[src/rtl/vga_timing_pkg.sv]
// rtl/vga_timing_pkg.sv - shared VGA 640x480 timing constants and vertical state encoding
package vga_timing_pkg;

  localparam int H_TOTAL = 1600;
  localparam int V_SYNC  = 2;
  localparam int V_BP    = 29;
  localparam int V_DISP  = 480;
  localparam int V_FP    = 10;
  localparam int V_SCALE = 5;

  localparam logic [13:0] ROW_STRIDE = 14'h40;

  localparam int H_W   = 11;
  localparam int VL_W  = 9;
  localparam int REP_W = 3;

  localparam logic [1:0] VS_SYNC = 2'd0;
  localparam logic [1:0] VS_BP   = 2'd1;
  localparam logic [1:0] VS_DISP = 2'd2;
  localparam logic [1:0] VS_FP   = 2'd3;

  function automatic logic [1:0] vs_next(input logic [1:0] s);
    case (s)
      VS_SYNC: vs_next = VS_BP;
      VS_BP:   vs_next = VS_DISP;
      VS_DISP: vs_next = VS_FP;
      default: vs_next = VS_SYNC;
    endcase
  endfunction

endpackage

[src/rtl/vga_line_counter.sv]
// rtl/vga_line_counter.sv - horizontal period counter with end-of-line tick, shared with the horizontal unit
module vga_line_counter
  import vga_timing_pkg::*;
#(
  parameter int P_H_TOTAL = H_TOTAL
) (
  input  logic           clk_i,
  input  logic           resetn_i,
  input  logic           enable_i,
  output logic [H_W-1:0] hcount_o,
  output logic           line_tick_o
);

  logic [H_W-1:0] hcount_q, hcount_d;
  logic           last;

  assign last        = int'(hcount_q) == P_H_TOTAL - 1;
  assign line_tick_o = resetn_i && enable_i && last;
  assign hcount_o    = hcount_q;

  always_comb begin
    hcount_d = hcount_q;
    if (enable_i) hcount_d = last ? '0 : hcount_q + 1'b1;
  end

  always_ff @(posedge clk_i) begin
    if (!resetn_i) hcount_q <= '0;
    else           hcount_q <= hcount_d;
  end

endmodule

[src/rtl/vga_vsync_ctrl.sv]
// rtl/vga_vsync_ctrl.sv - vertical sequencer: line FSM, v_sync/display window, VRAM row scaler
// Optional frame counter output under VGA_FRAME_COUNT_EN.
module vga_vsync_ctrl
  import vga_timing_pkg::*;
#(
  parameter int P_H_TOTAL = H_TOTAL,
  parameter int P_V_SYNC  = V_SYNC,
  parameter int P_V_BP    = V_BP,
  parameter int P_V_DISP  = V_DISP,
  parameter int P_V_FP    = V_FP,
  parameter int P_V_SCALE = V_SCALE
) (
  input  logic        clk,
  input  logic        reset,
  input  logic        enable,
  output logic        v_sync,
  output logic        h_sync_en,
  output logic        line_tick,
  output logic        frame_start,
  output logic [13:0] row_addr
`ifdef VGA_FRAME_COUNT_EN
  ,
  output logic [7:0]  frame_cnt
`endif
);

  logic [H_W-1:0]   hcount;
  logic [1:0]       state_q, state_d;
  logic [VL_W-1:0]  vline_q, vline_d;
  logic [6:0]       row_idx_q, row_idx_d;
  logic [REP_W-1:0] rep_q, rep_d;
  logic [13:0]      row_addr_q, row_addr_d;
  logic             v_sync_q, h_sync_en_q;
  int               state_len;
  logic             state_end;

  vga_line_counter #(.P_H_TOTAL(P_H_TOTAL)) u_line (
    .clk_i       (clk),
    .resetn_i    (reset),
    .enable_i    (enable),
    .hcount_o    (hcount),
    .line_tick_o (line_tick)
  );

  always_comb begin
    case (state_q)
      VS_SYNC: state_len = P_V_SYNC;
      VS_BP:   state_len = P_V_BP;
      VS_DISP: state_len = P_V_DISP;
      default: state_len = P_V_FP;
    endcase
  end

  assign state_end = int'(vline_q) == state_len - 1;

  always_comb begin
    state_d    = state_q;
    vline_d    = vline_q;
    row_idx_d  = row_idx_q;
    rep_d      = rep_q;
    row_addr_d = row_addr_q;
    if (line_tick) begin
      if (state_end) begin
        state_d = vs_next(state_q);
        vline_d = '0;
      end else begin
        vline_d = vline_q + 1'b1;
      end
      // The last display line never advances the row: the front porch keeps showing the final row.
      if (state_q == VS_DISP && !state_end) begin
        if (int'(rep_q) == P_V_SCALE - 1) begin
          rep_d      = '0;
          row_idx_d  = row_idx_q + 1'b1;
          row_addr_d = row_addr_q + ROW_STRIDE;
        end else begin
          rep_d = rep_q + 1'b1;
        end
      end
      if (state_q == VS_FP && state_end) begin
        rep_d      = '0;
        row_idx_d  = '0;
        row_addr_d = '0;
      end
    end
  end

  always_ff @(posedge clk) begin
    if (!reset) begin
      state_q     <= VS_SYNC;
      vline_q     <= '0;
      row_idx_q   <= '0;
      rep_q       <= '0;
      row_addr_q  <= '0;
      v_sync_q    <= 1'b0;
      h_sync_en_q <= 1'b0;
    end else begin
      state_q    <= state_d;
      vline_q    <= vline_d;
      row_idx_q  <= row_idx_d;
      rep_q      <= rep_d;
      row_addr_q <= row_addr_d;
      if (enable) begin
        v_sync_q    <= state_q != VS_SYNC;
        h_sync_en_q <= state_q == VS_DISP;
      end
    end
  end

  assign frame_start = reset && enable && state_q == VS_SYNC && vline_q == '0 && hcount == '0;
  assign v_sync      = v_sync_q;
  assign h_sync_en   = h_sync_en_q;
  assign row_addr    = row_addr_q;

`ifdef VGA_FRAME_COUNT_EN
  logic [7:0] frame_cnt_q;

  always_ff @(posedge clk) begin
    if (!reset)           frame_cnt_q <= '0;
    else if (frame_start) frame_cnt_q <= frame_cnt_q + 1'b1;
  end

  assign frame_cnt = frame_cnt_q;
`endif

endmodule

[config.mk]
export PLATFORM = sky130hd
export DESIGN_NAME = vga_vsync_ctrl
export DESIGN_NICKNAME = d
export VERILOG_FILES = /design/src/rtl/vga_timing_pkg.sv /design/src/rtl/vga_line_counter.sv /design/src/rtl/vga_vsync_ctrl.sv
export SDC_FILE = /design/constraint.sdc
export NUM_CORES = 1
export LEC_CHECK = 0
export ABC_AREA = 1
export CORE_MARGIN = 10
export CORE_UTILIZATION = 40
export DETAILED_ROUTE_END_ITERATION = 8
export GPL_TIMING_DRIVEN = 0
export PLACE_DENSITY = 0.65
export SLEW_MARGIN = 20
export SYNTH_ARGS = -nofsm -noshare
export SYNTH_HDL_FRONTEND = slang
export SYNTH_HIERARCHICAL = 1
export SYNTH_SLANG_ARGS = --single-unit
[constraint.sdc]
create_clock -name clk -period 2.3 [get_ports clk]
set_clock_uncertainty 0.05 [all_clocks]
set_input_delay 0.345 -clock clk [delete_from_list [all_inputs] [get_ports clk]]
set_output_delay 0.345 -clock clk [all_outputs]
set_load 0.01 [all_outputs]
# Word-level counts from Yosys, hierarchy flattened
# Cells that the tools add are included.
# totals
reg_bits	41
input_bits	3
output_inout_bits	18
elab_cells	45
# classes
n_reduce_logical	17
add_sub_neg	5
n_mux	10
n_eq_ne	6
# op_table
op	count
14-bit 2-to-1 mux	3
10-bit by 32-bit == test with 1-bit output	1
32-bit by 2-bit subtractor with 32-bit output, second input constant	1
9-bit case mux with 3 select lines	1
14-bit by 7-bit adder with 14-bit output, second input constant	1
11-bit by 1-bit adder with 11-bit output, second input constant	1
11-bit by 10-bit == test with 1-bit output, second input constant	1
11-bit zero test	1
11-bit 2-to-1 mux	1
9-bit by 1-bit adder with 9-bit output, second input constant	1
9-bit zero test	1
3-bit 2-to-1 mux	3
9-bit 2-to-1 mux	1
1-bit logical AND	7
2-bit case mux with 3 select lines	1
2-bit nonzero test	3
2-bit == test, second input constant	2
2-bit AND reduction	2
3-bit by 1-bit adder with 3-bit output, second input constant	1
3-bit == test, second input constant	1
3-bit AND reduction	1
2-bit by 1-bit == test with 1-bit output, second input constant	1
2-bit zero test	1
1-bit zero test	1

# Depth between registers and ports, before layout
# logic_depth
ltp_word	8
mapped_depth	16
mapped_depth_nobuf	15

# By module
# The synthesis kept the hierarchy.
# modules_own_cells
mod	n_inst	cells_per_inst	area_per_inst_um2
vga_vsync_ctrl	1	219	1612.8
vga_line_counter	1	89	584.3

# Least setup slack after synthesis
# OpenSTA, ideal clock, no wires.
# synth_timing
path_type	register to register
startpoint	register u_line.hcount_q[0], in the netlist u_line/hcount_o[0]
endpoint	register vline_q[7]
arrival_ps	2164
path_buffers	1
path_slack_ps	7
stages_incl_launch_ff	13
path_cell_list	dfxtp_1 > ha_1 > nand3_1 > nor3_2 > nand2_1 > nor2_1 > buf_6 > inv_1 > nor3_1 > nand3_1 > nor2_1 > a21oi_1 > nor3_1
# synth_via
elab_chain_len	2
# synth_rtl
element	line	rtl
start: declaration	vga_line_counter.sv:14	logic [H_W-1:0] hcount_q, hcount_d;
start signal: assignment	vga_line_counter.sv:28	else hcount_q <= hcount_d;
11-bit by 10-bit == test with 1-bit output	vga_line_counter.sv:17	assign last = int'(hcount_q) == P_H_TOTAL - 1;
1-bit logical AND	vga_line_counter.sv:18	assign line_tick_o = resetn_i && enable_i && last;
named net line_tick	vga_vsync_ctrl.sv:18	output logic line_tick,
end signal: assignment	vga_vsync_ctrl.sv:98	vline_q <= vline_d;
end: declaration	vga_vsync_ctrl.sv:29	logic [VL_W-1:0] vline_q, vline_d;
# The timed path passes the listed nets, and every way through them passes these cells.
# A chain may end at the register's enable or synchronous reset.

# Final worst setup path
# layout_timing
startpoint	register u_line.hcount_q[1], in the netlist u_line/hcount_o[1]
endpoint	register vline_q[8]
# layout_via
elab_chain_len	2
# layout_rtl
element	line
11-bit by 10-bit == test with 1-bit output	vga_line_counter.sv:17
1-bit logical AND	vga_line_counter.sv:18
# Every way passes these cells.

==> impl_metrics.json <==
{
  "status": "finished, final reports clean",
  "syn_area_sq_um": 2197,
  "post-place-ws_ns": -0.8100,
  "p_per_area_nw_per_um2": 404.5,
  "die_x_um": 94.12,
  "peakVddDrop_mv": 0.3351,
  "yosys_warnings": 6,
  "critPathKind": "reg -> reg",
  "nNetsFinal": 357,
  "coreArea_sq_um": 5205,
  "synth_cell_types": 31,
  "cts.path.max_buffers": 2,
  "cp_data_arrival_time_ns": 2.26,
  "cap_viol_max_count": 0,
  "cp_max_fo": 6,
  "r2r_end": "vline_q[8]$_SDFFE_PN0P_",
  "max_freq_mhz": 466.3,
  "wirelength_um": 4599,
  "min_period_ns": 2.145,
  "reg2reg_from": "u_line/hcount_o[1]$_SDFFE_PN0P_",
  "fp.dieH_um": 94.12,
  "worstPathRequired_ns": 2.41,
  "cts_max_level": 2,
  "post-route-util_pct": 51.54,
  "grt_setup_unrepaired": "false",
  "first_pass_iters": 4,
  "fillers": 499,
  "stdcell_area_sq_um": 2683,
  "ys_seq_area_share_pct": 31.89,
  "die_area_sq_um": 8858,
  "min_path_cells": 2,
  "initialDrtViolationCount": 68,
  "cts_root_buf": "clkbuf_8",
  "min-delay-start": "rep_q[0]$_SDFFE_PN0P_",
  "hp-class": "reg -> reg",
  "initial_utilization_pct": 42.21,
  "holdWs_ns": 0.4400,
  "grt_pass1_wl_um": 7838,
  "place_congestion": 0.8331,
  "antenna_cells": 0,
  "avgViaCountPerCell": 4.646,
  "setup_viol": 0,
  "portBuffers": 14,
  "clkTransAtPathRegs_ns": 0.07,
  "vias": 1914,
  "grt_overflow": 0,
  "min_to": "rep_q[0]$_SDFFE_PN0P_",
  "r2r_cells": 12,
  "antenna_found_initial": 0,
  "clk_latency_ns": 0.28,
  "routedWlPerCell_um": 11.16,
  "grt_use_total_pct": 10.85,
  "r2r_slack_ns": 0.16,
  "maxSlewViolCount": 0,
  "row_count": 26,
  "drc": 0,
  "dp_hpwl_um": 3305,
  "synthCells": 308,
  "grt_pass1_vias": 1749,
  "hold_viol_final": 0,
  "antenna_left": 0,
  "drive_above_1_share_pct": 22.81,
  "avgSynthCellArea_sq_um": 7.133,
  "dpl.cell_count": 397,
  "cts_sinks": 35,
  "numCtsBuffers": 5,
  "start_kind": "flip-flop",
  "stdcell_count": 412,
  "ys_ff_latch": 35,
  "ioPinCount": 21,
  "placed_area_sq_um": 2444,
  "p_leak_nw": 1.158,
  "tritoncts": "built",
  "final_cell_mix": "nand2_1, inv_1, nor2_1, dfxtp_1, buf_4",
  "end_kind": "flip-flop",
  "timing.final.crit_share_pct": 93.24,
  "syn2layout_area_growth_pct": 22.10,
  "cts.hold.buffers_added": 0,
  "final_common_cell": "nand2_1",
  "layout_setup_ws_ns": 0.1555,
  "grt_max_degree": 11
}
## worst max-delay path by stage
stage                                    startpoint                 endpoint  slack [ns]  cells after the start
floorplan           u_line/hcount_o[0]$_SDFFE_PN0P_  vline_q[7]$_SDFFE_PN0P_       0.007                     12
global placement                             enable  vline_q[7]$_SDFFE_PN0P_       -0.78                     13
detailed placement                           enable  vline_q[7]$_SDFFE_PN0P_       -0.81                     13
CTS                 u_line/hcount_o[0]$_SDFFE_PN0P_  vline_q[7]$_SDFFE_PN0P_        0.02                     12
global route        u_line/hcount_o[0]$_SDFFE_PN0P_  vline_q[8]$_SDFFE_PN0P_       0.004                     12
finish              u_line/hcount_o[1]$_SDFFE_PN0P_  vline_q[8]$_SDFFE_PN0P_        0.16                     12
## routing by layer
metal / track usage (%) / routed length (um) / vias to the layer above
met5: 0 / 0 / -
met4: 4.684 / 119 / 0
met3: 3.837 / 166 / 11
met2: 17.22 / 2094 / 27
met1: 12.89 / 2218 / 847
li1: - / - / 1029
## cells in the mapped netlist (all sizes together)
cell,instances,area (sq um)
inv,43,161.4
nor4,3,18.77
conb,1,3.750
dfxtp,35,700.7
buf,11,106.4
nor3b,2,15.01
o31ai,1,7.510
nand2,82,342.8
nor3,7,40.04
ha,11,137.6
xor2,10,87.58
nand3,17,110.1
nor2,44,195.2
xnor2,4,35.03
a211oi,2,15.01
nand3b,1,7.510
o21ai,12,71.32
a21oi,15,97.59
nand4,7,43.79
## metrics by stage
step | TNS (ns) | power, mW
after floorplan | 0 | 0.6717
after global placement | -9.700 | 0.6925
after detailed placement | -10.23 | 0.6928
after CTS | 0 | 1.106
after global routing | 0 | 1.149
final | 0 | 1.085
## power breakdown
part / internal, mW / switching (mW) / leakage (nW)
Sequential: 0.611 / 0.00452 / 0.284
Combinational: 0.0270 / 0.0377 / 0.836
Clock: 0.202 / 0.203 / 0.0371
Total: 0.840 / 0.246 / 1.16
## flip-flops by register name (all words and copies together) (netlist names)
register and flops:
rep_q 3, v_sync 1, h_sync_en 1, row_addr 8, vline_q 9, state_q 2, u_line/hcount_o 11
## critical path, stage by stage (launching register included)
cell	delay (ns)
dfxtp_2	0.36
ha_2	0.20
nand3_2	0.12
nor3_4	0.18
nand2_2	0.12
nor2_4	0.15
buf_8	0.13
nand3_1	0.09
nor2_2	0.17
nand3_2	0.10
nor2_1	0.14
xor2_1	0.16
nor2_1	0.05
## final cells by class
| cell class | count | area (sq um) | share of cell area, % |
|---|---|---|---|
| Multi-Input combinational cell | 224 | 1335 | 49.77 |
| Sequential cell | 35 | 706.9 | 26.35 |
| Timing Repair Buffer | 23 | 205.2 | 7.649 |
| Inverter | 43 | 165.2 | 6.157 |
| Buffer | 11 | 110.1 | 4.104 |
| Tap cell | 70 | 87.58 | 3.265 |
| Clock buffer | 6 | 72.57 | 2.705 |
## timing repair
item	in CTS	in global routing
resized for setup	13	18
gates cloned	0	0
setup buffers	1	8
pin swaps	2	5
setup endpoints to repair	22	20
## logic make-up (layout without fill, tap and decap cells)
group                      count (synthesis)  count (layout)  synth area share [%]
and+or+nand+nor                          163             163                 35.19
buffers and inverters                     54              83                 12.19
DFF                                       35              35                 31.89
AOI/OAI and AO/OA                         30              30                 8.713
xor gates and xnor gates                  14              14                 5.581
adders and majority gates                 11              11                 6.264
other                                      1               6                0.1707
No activity file was read; power rests on OpenSTA's default activity.
